==> src/rtl/tpmem_seq_ctrl.sv <==
// -----------------------------------------------------------------------------
// tpmem_seq_ctrl
//
// Sequencer wrapped around a 16x16 transpose memory. It sits between the
// row-transform stage and the column-transform stage.
//
// Write side:
//   - Accepts 16 rows per block over a valid/ready handshake.
//   - Replays them to the memory as one unbroken 16-cycle write-enable burst.
//   - Drops ready for the 16-cycle column drain, so the memory is never
//     written while columns are still unread.
//
// Read side:
//   - Registers the drained columns.
//   - Tags each column with its index, a last flag and a completed-block count.
//
// Error pulse (o_err), one cycle wide, for either of:
//   - an upstream stall mid-block (abort), or
//   - a column train that stops early (broken drain).
//
// Ports:
//   i_clk        clock, rising edge
//   i_Reset      synchronous active-low reset
//   i_valid      upstream row valid
//   i_data       upstream row, element 0 in the MSBs
//   o_ready      row accepted when i_valid && o_ready
//   o_tp_enable  transpose memory write enable
//   o_tp_data    transpose memory write data
//   i_tp_en      transpose memory column valid
//   i_tp_data    transpose memory column data
//   o_valid      column valid downstream
//   o_data       column data (zero when o_valid is low)
//   o_col_idx    column index 0..15
//   o_last       high with column 15
//   o_blk_cnt    blocks fully drained, wraps
//   o_err        one-cycle error pulse
//   o_busy       FSM not idle
// -----------------------------------------------------------------------------
module tpmem_seq_ctrl #(
   parameter int unsigned BW    = 11,
   parameter int unsigned CNT_W = 8
) (
   input  logic               i_clk,
   input  logic               i_Reset,
   input  logic               i_valid,
   input  logic [16*BW-1:0]   i_data,
   output logic               o_ready,
   output logic               o_tp_enable,
   output logic [16*BW-1:0]   o_tp_data,
   input  logic               i_tp_en,
   input  logic [16*BW-1:0]   i_tp_data,
   output logic               o_valid,
   output logic [16*BW-1:0]   o_data,
   output logic [3:0]         o_col_idx,
   output logic               o_last,
   output logic [CNT_W-1:0]   o_blk_cnt,
   output logic               o_err,
   output logic               o_busy
);

   typedef enum logic [1:0] {
      StIdle,
      StLoad,
      StDrain
   } state_e;

   state_e     state_q, state_d;
   logic [3:0] rcnt_q, rcnt_d;
   logic [3:0] dcnt_q, dcnt_d;
   logic [3:0] ccnt_q, ccnt_d;
   logic       accept;
   logic       abort;
   logic       broken;

   // Ready depends on the state register only, never on i_valid.
   assign o_ready = (state_q != StDrain);
   assign o_busy  = (state_q != StIdle);
   assign accept  = i_valid && o_ready;

   // ---------------------------------------------------------------------------
   // Row sequencing FSM
   // ---------------------------------------------------------------------------
   always_comb begin
      state_d = state_q;
      rcnt_d  = rcnt_q;
      dcnt_d  = dcnt_q;
      abort   = 1'b0;
      unique case (state_q)
         StIdle: begin
            if (accept) begin
               rcnt_d  = 4'd1;
               state_d = StLoad;
            end
         end
         StLoad: begin
            if (!i_valid) begin
               // The memory discards a partial block once its enable drops,
               // so the block cannot be resumed.
               abort   = 1'b1;
               rcnt_d  = 4'd0;
               state_d = StIdle;
            end else if (rcnt_q == 4'd15) begin
               rcnt_d  = 4'd0;
               dcnt_d  = 4'd0;
               state_d = StDrain;
            end else begin
               rcnt_d = rcnt_q + 4'd1;
            end
         end
         StDrain: begin
            if (dcnt_q == 4'd15) begin
               dcnt_d  = 4'd0;
               state_d = StIdle;
            end else begin
               dcnt_d = dcnt_q + 4'd1;
            end
         end
         default: begin
            state_d = StIdle;
            rcnt_d  = 4'd0;
            dcnt_d  = 4'd0;
         end
      endcase
   end

   always_ff @(posedge i_clk) begin
      if (!i_Reset) begin
         state_q <= StIdle;
         rcnt_q  <= 4'd0;
         dcnt_q  <= 4'd0;
      end else begin
         state_q <= state_d;
         rcnt_q  <= rcnt_d;
         dcnt_q  <= dcnt_d;
      end
   end

   // ---------------------------------------------------------------------------
   // Write path: the accepted row goes out on the next cycle; data holds between
   // bursts.
   // ---------------------------------------------------------------------------
   always_ff @(posedge i_clk) begin
      if (!i_Reset) begin
         o_tp_enable <= 1'b0;
         o_tp_data   <= '0;
      end else begin
         o_tp_enable <= accept;
         if (accept) begin
            o_tp_data <= i_data;
         end
      end
   end

   // ---------------------------------------------------------------------------
   // Column path: independent of the FSM, driven purely by the memory's i_tp_en.
   // ---------------------------------------------------------------------------
   // A column train that stops before 16 columns leaves ccnt non-zero.
   assign broken = !i_tp_en && (ccnt_q != 4'd0);

   always_comb begin
      ccnt_d = ccnt_q;
      if (i_tp_en) begin
         ccnt_d = ccnt_q + 4'd1;   // wraps 15 -> 0 at the end of a full block
      end else if (broken) begin
         ccnt_d = 4'd0;
      end
   end

   always_ff @(posedge i_clk) begin
      if (!i_Reset) begin
         ccnt_q    <= 4'd0;
         o_valid   <= 1'b0;
         o_data    <= '0;
         o_col_idx <= 4'd0;
         o_last    <= 1'b0;
         o_blk_cnt <= '0;
         o_err     <= 1'b0;
      end else begin
         ccnt_q    <= ccnt_d;
         o_valid   <= i_tp_en;
         o_data    <= i_tp_en ? i_tp_data : '0;
         o_col_idx <= ccnt_q;
         o_last    <= i_tp_en && (ccnt_q == 4'd15);
         // Count the block once its last column has been presented.
         if (o_last) begin
            o_blk_cnt <= o_blk_cnt + 1'b1;
         end
         // Abort and broken drain may coincide; either way, one pulse.
         o_err <= abort || broken;
      end
   end

endmodule

==> config.mk <==
export PLATFORM = sky130hd
export DESIGN_NAME = tpmem_seq_ctrl
export DESIGN_NICKNAME = d
export VERILOG_FILES = /design/src/rtl/tpmem_seq_ctrl.sv
export SDC_FILE = /design/constraint.sdc
export NUM_CORES = 1
export LEC_CHECK = 0
export BUFFER_PORTS_ARGS = -buffer_cell sky130_fd_sc_hd__buf_2
export CELL_PAD_IN_SITES_DETAIL_PLACEMENT = 1
export CELL_PAD_IN_SITES_GLOBAL_PLACEMENT = 1
export CORE_AREA = 2 2 282 284
export CTS_CLUSTER_DIAMETER = 100
export CTS_CLUSTER_SIZE = 12
export DETAILED_ROUTE_END_ITERATION = 8
export DIE_AREA = 0 0 284 286
export PLACE_DENSITY_LB_ADDON = 0.05
export RECOVER_POWER = 100
export SLEW_MARGIN = 20
export SYNTH_ARGS = -nofsm -noshare
export SYNTH_HDL_FRONTEND = slang
export SYNTH_SLANG_ARGS = --single-unit
==> constraint.sdc <==
create_clock -name i_clk -period 2.45 [get_ports i_clk]
set_input_delay 0.6125 -clock i_clk [delete_from_list [all_inputs] [get_ports i_clk]]
set_output_delay 0.6125 -clock i_clk [all_outputs]
set_load 0.01 [all_outputs]
## After elaboration in Yosys (flattened, before gate mapping)

Index checks and enable logic that the tools add are counted.
W data, S select, Z words.

- Register bits: 382
- Input bits: 356
- Output and inout port bits: 370
- Logic and storage cells: 59

- Add/sub/neg operators: 4
- Eq/ne operators: 11
- Mux-type cells: 17
- Bitwise gates (word level): 2
- Reductions and logical operators: 13

Operators by type and width:

| cell | number |
|---|---|
| $mux W4 | 8 |
| $pmux W4 S3 | 2 |
| $add A4 B1 Y4 const B | 3 |
| $eq A4 B4 Y1 const B | 3 |
| $ne A2 B2 Y1 const B | 5 |
| $add A8 B1 Y8 const B | 1 |
| $mux W2 | 4 |
| $pmux W2 S3 | 1 |
| $reduce_and A3 Y1 | 2 |
| $reduce_and A2 Y1 | 2 |
| $reduce_bool A2 Y1 | 2 |
| $reduce_bool A4 Y1 | 1 |
| $logic_and A1 B1 Y1 | 3 |
| $ne A3 B3 Y1 const B | 1 |
| $eq A2 B1 Y1 const B | 1 |
| $eq A2 B2 Y1 const B | 1 |
| $logic_not A2 Y1 | 1 |
| $mux W1 | 2 |
| $not A1 Y1 | 2 |
| $logic_not A1 Y1 | 1 |
| $logic_or A1 B1 Y1 | 1 |

## Logic depth before layout (Yosys ltp)

Gate-level depths: netlist of run 1.

- Depth in word-level cells: 4
- Depth in mapped cells: 7

## Worst setup path before layout of run 1

Ideal clock, no wire load.

- Kind: input-to-reg
- Start point: input i_valid
- End point: register rcnt_q[3]
- Data arrival time: 1.443 ns
- Data required time: 2.375 ns
- Slack: 0.933 ns
- Cell stages on the path: 4
- Cells stage by stage: buf_4 nand2b_1 or4_1 a31oi_1

- Longest elaborated chain between the ends: 3

Ends and longest elaborated chain:

| what | RTL line | source |
|---|---|---|
| start: declaration | 45 | `input logic i_valid,` |
| $logic_and A1 B1 Y1 | 78 | `assign accept = i_valid && o_ready;` |
| $ne A2 B2 Y1 (no line) | -- |  |
| $reduce_and A2 Y1 (no line) | -- |  |
| end signal: assignment | 133 | `rcnt_q <= rcnt_d;` |
| end: declaration | 68 | `logic [3:0] rcnt_q, rcnt_d;` |

Parallel ways exist; a longest one is shown, timed or not.
A chain may end at the register's enable or synchronous reset.

## Final worst setup path of run 1

- Start point: register state_q[0]
- End point: output o_busy

- Longest elaborated chain between the ends: 1

Ends and longest elaborated chain:

| what | RTL line | source |
|---|---|---|
| start: declaration | 67 | `state_e state_q, state_d;` |
| start signal: assignment | 128 | `state_q <= StIdle;` |
| start signal: assignment | 132 | `state_q <= state_d;` |
| $reduce_bool A2 Y1 | 77 | `assign o_busy = (state_q != StIdle);` |
| end: declaration | 58 | `output logic o_busy` |

No other way between the ends.

==> results.yml, run 1 <==
yosys:
  synth_nets: 1691
  async_flop_share: 0
  ys_seq_area_frac: 0.607
  synth_area_um2: 12600
  synthCells: 1330
  ys_seq_elements: 382
  synth-edff-count: 0
  ys.flop_type: "dfxtp_1"
  avgSynthCellArea_um2: 9.47
  yosys_warnings: 0
  synth.distinct_cells: 40
timing:
  setup_tns_ns: 0
  finalSetupViolCount: 0
  hold_viol_final: 0
  fmax_ghz: 0.454
  report.final.slew_viol_count: 27
  skew_ns: 0.0165
  period_share: 0.899
  worstMarginPinSlew_ns: 1.56
  relSlewSlack: -0.0395
  period_needed_ns: 2.20
  rsz0062_at_grt: "no"
clocking:
  cts_root_buffer: "clkbuf_16"
  clkSlewWorstSetupHoldPaths_ns: 0.07
  cts_setup_buffers: 0
  clock_sinks: 382
  tritoncts: "done"
  postCtsResizedCells: 0
  cts_hold_buf: 0
  cts_buffers: 38
  clk_latency_ns: 0.56
  htreeDepth: 2
  clockBufferDepth: 3
global_routing:
  first_global_vias: 13303
  grt_usage: 0.151
  grt_first_pass_wirelength_um: 92400
  grt_overflow: 0
  grt_max_degree: 181
  grt_antenna_before_repair: 22
die:
  rows: 103
  num_io_pins: 726
  chipWidth_um: 284
  initial_core_util: 0.161
  core_area_um2: 78400
  die_y_um: 286
  die_area_um2: 81200
final_layout:
  layout_commonest_cell: "dfxtp_1"
  final_layout_size_suffix_gt1_frac: 0.215
  nets: 2339
  register_area_um2: 7650
  layout_common_cells: "382 x dfxtp_1, 375 x clkbuf_1, 353 x buf_2, 189 x nand3_1, 186 x a21oi_1"
  fillers: 9447
  multi_input_comb_area_um2: 4330
  area_growth_pct: 41.6
placement:
  dp_hpwl_um: 45800
  routabilityCongestion: 0.779
  io_buffers: 725
worst_setup_path:
  critPathKind: "flip-flop to output pin"
  crit_fanout: 7
  end_kind: "output pin"
  arrival_ns: 1.59
  required_ns: 1.84
  cp-start-kind: "flip-flop"
pwr:
  powerDensity_nw_per_um2: 762
  leakage_nw: 7.51
  peakVddDrop_v: 0.000408
  p_total_w: 0.0136
route:
  postRouteAntennaNets: 0
  drtPass1Iterations: 6
  viasPerCell: 4.13
  wirelength_um: 64300
  num_vias: 12564
  dr.first_iter.drc_count: 400
  drcViolationCount: 0
  wire_per_inst_um: 21.1
job:
  drv_cap: 1
outcome:
  failed_checks: "max-capacitance violations, max-slew violations"
  status: "finished with violations"
worst_hold_path:
  hold_path.class: "input pin to flip-flop"
-- metal layers --
layer / up-vias / part of all wire / global-route usage
met4: 20 / 0.027 / 0.0509
met5: - / 0.0021 / 0
met2: 433 / 0.51 / 0.270
met3: 95 / 0.093 / 0.0679
met1: 6035 / 0.37 / 0.158
li1: 5981 / - / -
-- power by group --
part           internal (W)  switching, W  total (W)  leakage (nW)
clock               0.00288       0.00263    0.00552         0.516
combinational      0.000541      0.000902    0.00144          3.85
sequential          0.00651      0.000117    0.00663          3.14
total               0.00993       0.00365     0.0136          7.51
-- cells in the mapped netlist (all sizes together), types with 3 or more instances --
master,count,share of area
a21oi,186,0.074
and3,177,0.088
buf,55,0.021
clkbuf,86,0.026
dfxtp,382,0.61
ha,5,0.0050
inv,9,0.0029
nand2,13,0.0039
nand3,189,0.075
nand4,4,0.0020
nor2,11,0.0033
o21ai,180,0.072
or4,3,0.0018
xor2,5,0.0035
-- critical path, cell delays in order (launching register included) --
cell      delay, ns
dfxtp_1        0.46
inv_1          0.19
nand2_1        0.15
clkbuf_1       0.23
-- final timing paths --
| path | start | endpoint | slack [ns] | cells past startpoint |
|---|---|---|---|---|
| setup reg to reg | state_q[1]$_SDFFE_PN0P_ | o_tp_data[45]$_SDFFE_PN0P_ | 0.62 | 4 |
| hold / removal | i_tp_data[97] | o_data[97]$_SDFF_PN0_ | 0.28 | 2 |
| hold reg to reg | o_tp_data[28]$_SDFFE_PN0P_ | o_tp_data[28]$_SDFFE_PN0P_ | 0.47 | 2 |
| setup / recovery | state_q[0]$_SDFFE_PN0P_ | o_busy | 0.25 | 3 |
-- cell type report --
class,instances,share of cell area
diodes,9,0.00126
clock buffers,43,0.0561
clock inverters,5,0.00246
inverters,9,0.00253
multi-input cells,798,0.243
flip-flops and latches,382,0.429
well taps,1050,0.0737
repair buffers,749,0.193
-- registers in the layout, indices dropped and copies added (netlist names), 2 cells and up --
register and cells:
o_data 176, state_q 2, o_col_idx 4, rcnt_q 4
o_tp_data 176, o_blk_cnt 8, dcnt_q 4, ccnt_q 4
-- cells by family (layout without fill, tap and decap cells) --
kind of cell	Yosys count	after routing	synth area share
DFF	382	382	0.607
buffers and inverters	150	806	0.0496
muxes	1	1	0.000795
xor gates and xnor gates	7	7	0.00487
other	0	9	0
adders and majority gates	5	5	0.00497
AOI/OAI and AO/OA	376	376	0.152
and+or+nand+nor	409	409	0.181
-- metrics by stage --
stage	worst slack [ns]	cells	hold slack [ns]	cell area, µm²	utilization
after global routing	0.0861	3042	0.241	17800	0.228
final	0.246	3045	0.282	17800	0.228
after CTS	0.180	3036	0.222	18300	0.234
after detailed placement	0.659	2988	0.468	17300	0.221
after global placement	0.658	2988	0.458	17300	0.221
after floorplan	0.933	1330	0.440	12600	-
(Power assumes the default switching activity.)
==> run 2, diff against run 1 <==
- PLACE_DENSITY_LB_ADDON: 0.05 -> 0.1
- RECOVER_POWER: 100 -> 50
==> run 2 against run 1 <==
Against the previous run: the flow now finishes without violations; critical path depth unchanged; routed wire length decreased by 6.4%; final area increased by 1.8%; first-iteration DRC count decreased by 14%; power increased by 1.0%; sequential share of layout area decreased by 0.76 points; combinational power about the same; die area unchanged; register-to-register slack got worse by 0.11 ns; non-clock buffer count decreased by 1; count of clock-buffer cells in the layout decreased by 1; flip-flop and latch count unchanged; largest cell class unchanged; largest power group unchanged.
==> results.yml, run 2 (synthesized netlist as in run 1, its figures left out) <==
job:
  drv_cap: 0
worst_setup_path:
  cp-start-kind: "flip-flop"
  end_kind: "output pin"
  required_ns: 1.84
  crit_fanout: 28
  arrival_ns: 1.56
  critPathKind: "flip-flop to output pin"
global_routing:
  grt_first_pass_wirelength_um: 87600
  first_global_vias: 13174
  grt_max_degree: 161
  grt_usage: 0.140
  grt_overflow: 0
  grt_antenna_before_repair: 11
clocking:
  cts_setup_buffers: 0
  htreeDepth: 2
  clockBufferDepth: 3
  tritoncts: "done"
  postCtsResizedCells: 0
  clk_latency_ns: 0.57
  clock_sinks: 382
  cts_hold_buf: 0
  clkSlewWorstSetupHoldPaths_ns: 0.07
  cts_buffers: 39
  cts_root_buffer: "clkbuf_16"
pwr:
  leakage_nw: 8.42
  internal_power_w: 0.0100
  sw_frac_of_total: 0.268
  pwr-share-comb: 0.107
  p_seq_frac: 0.483
  peakVddDrop_v: 0.000401
  power_switching_w: 0.00367
  p_clk_frac: 0.410
  powerDensity_nw_per_um2: 756
final_layout:
  nets: 2339
  area_growth_pct: 44.1
  fillers: 9342
  layout_common_cells: "574 x buf_2, 382 x dfxtp_1, 189 x nand3_1, 186 x a21oi_1, 177 x and3_1"
  reg_top3: "o_data x176, o_tp_data x176, o_blk_cnt x8"
  layout_commonest_cell: "buf_2"
  final_layout_size_suffix_gt1_frac: 0.328
  utilization: 0.232
timing:
  report.final.slew_viol_count: 0
  period_needed_ns: 2.17
  hold_viol_final: 0
  finalSetupViolCount: 0
  period_share: 0.887
  hold_slack_ns: 0.274
  fmax_ghz: 0.460
  relSlewSlack: 0.0290
  setup_tns_ns: 0
  skew_ns: 0.0193
  worstMarginPinSlew_ns: 1.46
  rsz0062_at_grt: "no"
route:
  drcViolationCount: 0
  drtPass1Iterations: 4
  viasPerCell: 4.14
  postRouteAntennaNets: 0
  wire_per_inst_um: 19.8
  num_vias: 12586
  dr.first_iter.drc_count: 342
  wirelength_um: 60100
die:
  chipWidth_um: 284
  rows: 103
  core_area_um2: 78400
  initial_core_util: 0.161
  num_io_pins: 726
  die_y_um: 286
  die_area_um2: 81200
placement:
  dp_hpwl_um: 42700
  routabilityCongestion: 0.760
  io_buffers: 725
worst_hold_path:
  hold_path.class: "input pin to flip-flop"
outcome:
  status: "finished, final reports clean"
run 2: changes by cell type in the layout (fill, tap and decap cells not counted), sizes merged:
| cell | delta |
|---|---|
| clkinv | +3 |
| inv | -1 |
| buf | +221 |
| clkbuf | -223 |
| diode | -5 |
run 2: power by group through the flow:
stage | clock, W | sequential, W | combinational [W]
floorplan | 0 | 0.00690 | 0.000524
finish | 0.00562 | 0.00662 | 0.00147
detailed placement | 0 | 0.00676 | 0.00156
CTS | 0.00599 | 0.00662 | 0.00157
global route | 0.00616 | 0.00666 | 0.00164
global placement | 0 | 0.00676 | 0.00155
run 2: path summary, 6_finish.rpt:
kind                                                  from                    endpoint  slack (ns)  cells past startpoint
worst max-delay path               state_q[1]$_SDFFE_PN0P_                     o_ready        0.28                      3
worst min-delay path                        i_tp_data[162]      o_data[162]$_SDFF_PN0_        0.27                      2
worst max register to register     state_q[1]$_SDFFE_PN0P_      dcnt_q[2]$_SDFFE_PN0P_        0.51                      4
worst min register to register  o_tp_data[17]$_SDFFE_PN0P_  o_tp_data[17]$_SDFFE_PN0P_        0.47                      2
run 2: critical path: stages, from the launching register on:
cell and delay (ns):
dfxtp_1 0.40, nor2b_4 0.26, inv_6 0.14, buf_2 0.18
run 2: area by class of cell:
class	instances	area, µm²	share of cell area
antenna	4	10.0	0.000551
clock buffer	42	1010	0.0555
clock inverter	7	83.8	0.00462
inverter	9	42.5	0.00234
multi-input combinational	798	4330	0.238
sequential	382	7650	0.421
tap	1050	1310	0.0724
timing repair buffer	748	3730	0.205
run 2: per-layer routing:
| metal | vias to the layer above | track usage | share of wire |
|---|---|---|---|
| met3 | 74 | 0.0581 | 0.091 |
| met2 | 461 | 0.243 | 0.49 |
| met1 | 6066 | 0.160 | 0.40 |
| met5 | - | 0 | 0.0010 |
| li1 | 5975 | - | - |
| met4 | 10 | 0.0342 | 0.019 |
run 2: through the flow:
| step | power, W | setup slack (ns) | area, µm² | instances |
|---|---|---|---|---|
| 2_1_floorplan | 0.00742 | 0.933 | 12600 | 1330 |
| 3_3_place_gp | 0.00831 | 0.646 | 17300 | 2987 |
| 3_5_place_dp | 0.00832 | 0.634 | 17300 | 2987 |
| 4_1_cts | 0.0142 | 0.197 | 18400 | 3036 |
| 5_1_grt | 0.0145 | 0.119 | 18100 | 3037 |
| 6_report | 0.0137 | 0.277 | 18200 | 3040 |
==> run 3, diff against run 2 <==
- CORE_AREA: 2 2 282 284 -> 2 2 283 285
- DIE_AREA: 0 0 284 286 -> 0 0 285 287
- clock period: 2.45 -> 2.28 ns (I/O delays scaled with it)
==> run 3 against run 2 <==
Against the previous run: clock power grew 17%; sequential power grew 7.6%; routed wire length shrank 0.72%; worst hold slack lost 0.049 ns; setup slack lost 0.10 ns; critical path type unchanged; critical endpoint unchanged; largest power group unchanged; highest routed layer unchanged.
==> results.yml, run 3 (synthesized netlist as in run 1, its figures left out) <==
placement:
  post-place-cells: 2989
  dp_hpwl_um: 42000
  io_buffers: 725
  routabilityCongestion: 0.748
  dpl_cell_area_um2: 17300
clocking:
  postCtsResizedCells: 2
  cts_buffers: 41
  clockBufferDepth: 3
  clock_sinks: 382
  clk_latency_ns: 0.57
  tritoncts: "done"
  cts_root_buffer: "clkbuf_16"
  clkSlewWorstSetupHoldPaths_ns: 0.06
  htreeDepth: 2
  cts_setup_buffers: 0
  cts_hold_buf: 0
die:
  num_io_pins: 726
  die_y_um: 287
  die_area_um2: 81800
  core_area_um2: 78600
  chipWidth_um: 285
  rows: 103
  initial_core_util: 0.160
global_routing:
  first_global_vias: 13220
  grt_max_degree: 181
  grt_usage: 0.138
  grt_first_pass_wirelength_um: 86500
  grt_antenna_before_repair: 15
  grt_overflow: 0
timing:
  skew_ns: 0.0165
  report.final.slew_viol_count: 0
  period_needed_ns: 2.10
  rsz0062_at_grt: "no"
  fmax_ghz: 0.475
  setup_tns_ns: 0
  relSlewSlack: 0.241
  worstMarginPinSlew_ns: 1.14
  finalSetupViolCount: 0
  period_share: 0.923
  hold_viol_final: 0
worst_setup_path:
  required_ns: 1.71
  cp-start-kind: "flip-flop"
  arrival_ns: 1.53
  critPathKind: "flip-flop to output pin"
  end_kind: "output pin"
  crit_fanout: 51
final_layout:
  utilization: 0.233
  layout_commonest_cell: "buf_2"
  final_cell_area_um2: 18300
  fillers: 9331
  area_growth_pct: 45.4
  final_layout_size_suffix_gt1_frac: 0.318
  multi_input_comb_area_um2: 4330
  layout_common_cells: "548 x buf_2, 380 x dfxtp_1, 189 x nand3_1, 186 x a21oi_1, 178 x clkbuf_1"
  fin_cells: 3056
  register_area_um2: 7650
  reg_top3: "o_data x176, o_tp_data x176, o_blk_cnt x8"
  nets: 2343
route:
  drcViolationCount: 0
  wirelength_um: 59700
  viasPerCell: 4.12
  dr.first_iter.drc_count: 358
  drtPass1Iterations: 4
  wire_per_inst_um: 19.5
  num_vias: 12587
  postRouteAntennaNets: 0
pwr:
  powerDensity_nw_per_um2: 834
  leakage_nw: 8.39
  p_total_w: 0.0153
  peakVddDrop_v: 0.000441
outcome:
  status: "finished, final reports clean"
job:
  drv_cap: 0
worst_hold_path:
  hold_path.class: "input pin to flip-flop"
==> run 3: cell count changes in the layout (fill, tap and decap cells not counted), sizes merged <==
cell    before  now
buf        593  570
bufinv       0    3
clkbuf     197  222
clkinv       6    5
diode        4   13
inv          9   12
==> run 3: worst max-delay path, cell delays in order, from the launching register on <==
cell,delay [ns]
dfxtp_2,0.36
nor2b_4,0.29
inv_12,0.14
buf_2,0.18
==> run 3: final cells by class <==
cell class / count / area share
diodes: 13 / 0.00178
clock buffers: 42 / 0.0568
clock inverters: 12 / 0.00984
inverters: 9 / 0.00294
multi-input cells: 798 / 0.236
flip-flops and latches: 382 / 0.418
well taps: 1050 / 0.0717
repair buffers: 750 / 0.203
==> run 3: power breakdown <==
part	total (W)	internal (W)	switching, W
Clock	0.00657	0.00363	0.00294
Combinational	0.00158	0.000635	0.000948
Sequential	0.00712	0.00700	0.000123
Total	0.0153	0.0113	0.00401
==> run 3: path summary, 6_finish.rpt <==
kind,start,depth (start not counted),to,slack [ns]
worst max register to register,state_q[1]$_SDFFE_PN0P_,4,o_tp_data[36]$_SDFFE_PN0P_,0.40
worst min register to register,o_tp_data[27]$_SDFFE_PN0P_,2,o_tp_data[27]$_SDFFE_PN0P_,0.47
worst max-delay path,state_q[1]$_SDFFE_PN0P_,3,o_ready,0.18
worst min-delay path,i_tp_data[163],2,o_data[163]$_SDFF_PN0_,0.23
==> run 3: per-layer routing <==
layer | vias to the layer above | wire length [µm] | GRT usage | part of all wire
li1 | 5980 | - | - | -
met1 | 6057 | 22600 | 0.150 | 0.38
met2 | 467 | 29600 | 0.240 | 0.50
met3 | 79 | 5970 | 0.0619 | 0.10
met4 | 4 | 1470 | 0.0436 | 0.025
met5 | - | 23 | 0 | 0.00039
==> run 3: per-stage QoR <==
stage	worst slack, ns	hold slack (ns)
3_5_place_dp	0.485	0.464
2_1_floorplan	0.805	0.440
4_1_cts	0.0278	0.169
3_3_place_gp	0.485	0.456
6_report	0.176	0.225
5_1_grt	0.0723	0.186
